[src/rtl/huffman_encoder.sv]
// Huffman bit packer: appends code + extra bits to a 24-bit accumulator
// and emits MSB-first bytes, with a zero-padded flush of the tail.
module huffman_encoder #(
  parameter int HUFF_CODE_LEN = 8,
  parameter int HUFF_LEN_LEN  = 4
) (
  input  logic                     clk,
  input  logic                     rst_n,
  input  logic                     pending,
  input  logic                     sym_vld,
  output logic                     sym_rdy,
  input  logic [HUFF_CODE_LEN-1:0] sym_code,
  input  logic [HUFF_LEN_LEN-1:0]  sym_len,
  input  logic [5:0]               ext_val,
  input  logic [2:0]               ext_len,
  input  logic                     flush_req,
  output logic                     flush_done,
  output logic                     data_out_vld,
  output logic [7:0]               data_out,
  input  logic                     data_out_rdy,
  output logic [15:0]              byte_cnt
);

  typedef enum logic [1:0] {
    RUN   = 2'd0,
    FLUSH = 2'd1,
    DONE  = 2'd2
  } state_e;

  state_e      state_q, state_d;
  logic [23:0] acc_q, acc_d;
  logic [4:0]  cnt_q, cnt_d;
  logic [15:0] bcnt_q, bcnt_d;

  logic [HUFF_CODE_LEN+7:0] code_ext;
  logic [7:0]  code8, code_m;
  logic [5:0]  ext_m;
  logic [3:0]  clen;
  logic [2:0]  elen;
  logic [13:0] fld;
  logic [4:0]  tot, sh;
  logic [23:0] ins;
  logic        sym_hs, out_hs;

  assign code_ext = {8'b0, sym_code};
  assign code8    = code_ext[7:0];

  assign clen = (sym_len > HUFF_LEN_LEN'(8)) ? 4'd8 : 4'(sym_len);
  assign elen = (ext_len == 3'd7) ? 3'd6 : ext_len;

  assign code_m = code8 & ~(8'hFF << clen);
  assign ext_m  = ext_val & ~(6'h3F << elen);
  assign fld    = ({6'b0, code_m} << elen) | {8'b0, ext_m};
  assign tot    = 5'(clen) + 5'(elen);

  // field MSB lands at bit 23-cnt; cnt<8 and tot<=14 keep sh >= 3
  assign sh  = 5'd24 - cnt_q - tot;
  assign ins = {10'b0, fld} << sh;

  assign sym_rdy = rst_n & (state_q == RUN)
                 & (cnt_q < 5'd8) & ~pending;

  assign data_out_vld = ~pending
    & (((state_q == RUN) & (cnt_q >= 5'd8))
     | ((state_q == FLUSH) & (cnt_q != 5'd0)));

  assign data_out   = acc_q[23:16];
  assign flush_done = (state_q == DONE) & ~pending;
  assign byte_cnt   = bcnt_q;

  assign sym_hs = sym_vld & sym_rdy;
  assign out_hs = data_out_vld & data_out_rdy;

  always_comb begin
    state_d = state_q;
    acc_d   = acc_q;
    cnt_d   = cnt_q;
    bcnt_d  = bcnt_q;
    if (sym_hs) begin
      acc_d = acc_q | ins;
      cnt_d = cnt_q + tot;
    end
    if (out_hs) begin
      acc_d  = acc_q << 8;
      cnt_d  = (cnt_q >= 5'd8) ? cnt_q - 5'd8 : 5'd0;
      bcnt_d = bcnt_q + 16'd1;
    end
    if (!pending) begin
      unique case (1'b1)
        (state_q == RUN): begin
          if (flush_req) state_d = FLUSH;
        end
        (state_q == FLUSH): begin
          if (cnt_q == 5'd0) state_d = DONE;
        end
        (state_q == DONE): begin
          state_d = RUN;
          acc_d   = '0;
          cnt_d   = '0;
        end
        default: state_d = RUN;
      endcase
    end
  end

  always_ff @(posedge clk or negedge rst_n) begin
    if (!rst_n) begin
      state_q <= RUN;
      acc_q   <= '0;
      cnt_q   <= '0;
      bcnt_q  <= '0;
    end else begin
      state_q <= state_d;
      acc_q   <= acc_d;
      cnt_q   <= cnt_d;
      bcnt_q  <= bcnt_d;
    end
  end

endmodule

[config.mk]
export PLATFORM = sky130hd
export DESIGN_NAME = huffman_encoder
export DESIGN_NICKNAME = d
export VERILOG_FILES = /design/src/rtl/huffman_encoder.sv
export SDC_FILE = /design/constraint.sdc
export NUM_CORES = 1
export LEC_CHECK = 0
export BUFFER_PORTS_ARGS = -buffer_cell sky130_fd_sc_hd__clkbuf_2
export CORE_ASPECT_RATIO = 2
export CORE_MARGIN = 2
export CORE_UTILIZATION = 39
export DETAILED_ROUTE_END_ITERATION = 8
export PLACE_DENSITY = 0.67
export SLEW_MARGIN = 20
export SYNTH_ARGS = -nofsm -noshare
export SYNTH_HDL_FRONTEND = slang
export SYNTH_SLANG_ARGS = --single-unit
[constraint.sdc]
create_clock -name clk -period 8.8 [get_ports clk]
set_clock_uncertainty 0.1 [all_clocks]
set_input_delay 2.2 -clock clk [delete_from_list [all_inputs] [get_ports clk]]
set_output_delay 2.2 -clock clk [all_outputs]
set_load 0.1 [all_outputs]
==> PnR_summary.wiki <==
{| class="wikitable"
! Metric !! Value
|-
| Root buf cell || clkbuf_16
|-
| Synthesis warning total || 0
|-
| Number of buffers inserted by post-CTS setup repair || 0
|-
| Slew Viols, Final || 0
|-
| Number of buffers inserted during clock tree synthesis || 5
|-
| Flip-flop and latch area || 1180 sq um
|-
| Via-to-Cell Ratio || ~6.4
|-
| Cells traversed along the worst timing path || clkbuf_2 -> a21bo_2 -> clkinv_2 -> ha_1 -> ha_1 -> a21oi_1 -> xnor2_1 -> inv_1 -> ha_1 -> ha_1 -> a21o_1 -> a21oi_1 -> xor3_1 -> nor3_1 -> o211ai_1 -> a221oi_1
|-
| Sequential-to-total area share from yosys stat || between 20 and 30%
|-
| Number of standard cells in the layout, taps in and fillers out || 763
|-
| Number of rows created at floorplan || 56
|-
| Effective utilization at floorplan || 39.9%
|-
| Pin count of the biggest net entering global routing || just under 50
|-
| Sink of the worst hold path || byte_cnt[15]
|-
| Startpoint types || input pin
|-
| Arrival time at the worst endpoint || about 7.0 ns
|-
| Maximum clock insertion buffer count || 2
|-
| Setup slack after layout || about 1.9 ns
|-
| Final hold viol count || 0
|-
| Capture point of the worst reg-to-reg path || acc_q[21]
|-
| Global Route Usage Sum || between 20% and 30%
|-
| Kind of path behind the tightest hold check || reg2reg
|-
| Post-synth top area share || between 20 and 30%
|-
| Filler cells || 1178
|-
| Worst-path maximum fanout || 28
|-
| Crit. End Element || flip-flop
|-
| DR vias || 4880
|-
| Number of buffer and inverter stages on the critical path || 3
|-
| Setup violators final || 0
|-
| Number of H-tree branching levels || 2
|-
| Starting DRT DRC Count || 372
|-
| Iteration count of the initial detailed-routing pass || 8
|-
| Most frequently used cell type in the post-synthesis netlist || nand2_1
|-
| Number of sinks driven by the clock tree || between 40 and 50
|-
| Boundary pin count || between 50 and 60
|-
| Post-synth EDFFs || 0
|-
| Synthesis-to-layout area growth || 9.39%
|-
| Clk Latency, worst-skew pair || 0.28 ns
|-
| Post-detailed-routing wire length || ~15000 um
|-
| Cell types with the largest area share after synthesis || dfrtp_1 25%, nand2_1 4.7%, nor2_1 4.7%
|-
| Worst flop-to-flop path startpoint || cnt_q[0]
|-
| Die Span Y || roughly 160 um
|-
| Count of antenna-violating nets left after detailed routing || 0
|-
| Sum of net half-perimeters after detailed placement || between 10000 and 15000 um
|-
| Result of the run || finished, final reports clean
|-
| Initial antenna violation count || 0
|-
| Commonest cells in the netlist || 59 x nand2_1, 58 x nor2_1, 47 x dfrtp_1
|-
| Headroom to the max-slew limit || 43.0%
|-
| Fraction of final layout cells with drive strength greater than 1 || between 10% and 20%
|-
| Setup repair after global routing missed its margin || false
|-
| Setup Slack @ Placement || between 1.5 and 2 ns
|-
| Final clock period utilization by the worst path || 78.6%
|-
| Critical-path top delay cell || xor3_1
|-
| Area inside the core boundary || ~12000 sq um
|-
| Highest ir drop seen on vdd || approximately 230 uV
|-
| Most area-hungry cell type in the Yosys netlist || dfrtp_1
|-
| Number of instances in the synthesized netlist || just under 600
|-
| Multi-input logic area || 3140 sq um
|-
| Startpoint of the lowest-slack hold path || byte_cnt[15]
|-
| Worst reg-to-reg path cell count || 9
|-
| Post-route setup TNS || 0 ns
|-
| Cell occurring most often along the worst timing path || ha_1
|-
| # placed instances || 756
|-
| Synthesized area divided by synthesized cell count || 7.81 sq um
|-
| Area of the mapped netlist || around 4700 sq um
|-
| Async set-or-reset flop fraction in the synthesized netlist || 100%
|-
| Synthesized Nets || about 640
|-
| Cell class contributing the biggest share of worst-path delay || compound AO/OA/AOI/OAI gates
|-
| Hold buffer count at cts || 0
|-
| Time the final worst path needs with I/O delays and setup || between 6 and 7 ns
|-
| Quantity of I/O buffers inserted on ports || 53
|-
| Overflow left after global routing || 0
|-
| Diodes inserted || 0
|-
| Distinct cell type count of the synthesized netlist || 72
|-
| Maximum capacitance violations || 0
|-
| Required time of the critical path || a little under 9 ns
|-
| Leakage power of the design || 2.14 nW
|-
| Crit path kind || in2reg
|-
| WHS Path Cells || 1
|-
| Wire length per cell after detailed routing || approximately 20 um
|-
| Transition time at the pin with the least slew margin || around 0.84 ns
|-
| Wire length of the first global-routing pass || around 24000 um
|-
| Post-cts sizing count || 0
|-
| Residual DRC count || 0
|-
| Via count of the first global-routing pass || roughly 4800
|-
| Die Span X || 81.3 um
|-
| TritonCTS clock tree || done
|-
| Top_reg_cell synth || dfrtp_1
|-
| Highest Clock Rate || ~140 MHz
|-
| Nets || 663
|-
| Number of storage elements in the synthesis netlist || 47
|-
| Crit-path max cell delay || around 0.64 ns
|-
| Floorplan die area || roughly 13000 sq um
|-
| Power density over cell area || 362 nW/um^2
|-
| Clock slew at the register clock pins of the worst setup and hold paths || roughly 0.060 ns
|-
| Final GP Congestion || just under 1
|-
| Worst reg2reg setup slack || roughly 5.3 ns
|}
-- cell usage in the layout, fill, tap and decap left out, types with 6 or more instances in the layout --
cell type and n:
ha_1 15, nor3_1 22, o2111ai_1 6, nand2_1 59, nand4_1 11, a21oi_1 41, o211ai_1 15, a31oi_1 10
o21ai_0 29, dfrtp_1 47, xnor2_1 21, clkbuf_2 53, nor4_1 7, inv_1 26, nand3_1 13, o22ai_1 7
a22oi_1 9, mux2_2 6, nor2_1 58, nand2b_1 6, o31ai_1 9, nor2b_1 7, a211oi_1 6, a221oi_1 9
buf_4 10, mux2i_1 9
-- stage by stage --
| step | utilization [%] | hold slack, ns | instance area, sq um | power (mW) |
|---|---|---|---|---|
| 3_3_place_gp | 42.2 | 0.362 | 4940 | 1.60 |
| 3_5_place_dp | 42.2 | 0.383 | 4940 | 1.62 |
| 6_report | 43.6 | 0.382 | 5100 | 1.84 |
| 4_1_cts | 43.6 | 0.391 | 5100 | 1.83 |
| 2_1_floorplan | - | 0.357 | 4660 | 1.33 |
| 5_1_grt | 43.6 | 0.407 | 5100 | 1.97 |
-- state kept, by name (all words and copies together), names as in the netlist --
register / flops
byte_cnt: 16
cnt_q: 5
state_q: 2
acc_q: 24
-- power by group --
part | internal (mW) | total, mW | switching, mW
clock network | 0.133 | 0.209 | 0.0767
registers | 0.276 | 0.334 | 0.0577
logic | 0.390 | 1.30 | 0.911
total | 0.799 | 1.84 | 1.05
-- how the worst max path moves through the flow --
stage / from / endpoint / slack [ns] / cells after the start
after floorplan: ext_len[0] / acc_q[20] / 2.65 / 19
after global placement: ext_len[0] / acc_q[23] / 1.93 / 17
after detailed placement: ext_len[0] / acc_q[15] / 1.73 / 16
after CTS: ext_len[0] / acc_q[15] / 2.02 / 16
after global routing: ext_len[0] / acc_q[15] / 1.61 / 16
final: ext_len[0] / acc_q[15] / 1.88 / 16
-- cells by family (layout without fill, tap and decap cells) --
logic type | Yosys count | after routing | share of synthesized area, %
AND/OR/NAND/NOR | 209 | 209 | 21.4
AO/OA/AOI/OAI | 206 | 206 | 31.9
buffers and inverters | 76 | 97 | 7.46
flip-flops | 47 | 47 | 25.2
XOR/XNOR | 26 | 26 | 5.50
adder cells (fa/ha/maj) | 18 | 18 | 5.15
multiplexers | 15 | 15 | 3.38
-- layout make-up --
type,count,share of cell area [%]
clock inverters,1,0.589
inverters,27,2.01
flip-flops and latches,47,23.1
repair buffers,63,6.67
clock buffers,6,2.53
multi-input cells,474,61.6
well taps,145,3.56
-- per-layer routing --
layer  vias to the layer above  part of all wire (%)  track usage (%)
met5                         -                     0                0
li1                       2288                     -                -
met2                       192                    53             43.7
met4                         0                   5.6             14.4
met3                        60                   3.0             1.36
met1                      2340                    38             25.4
Power figures use the tool's default switching activity.
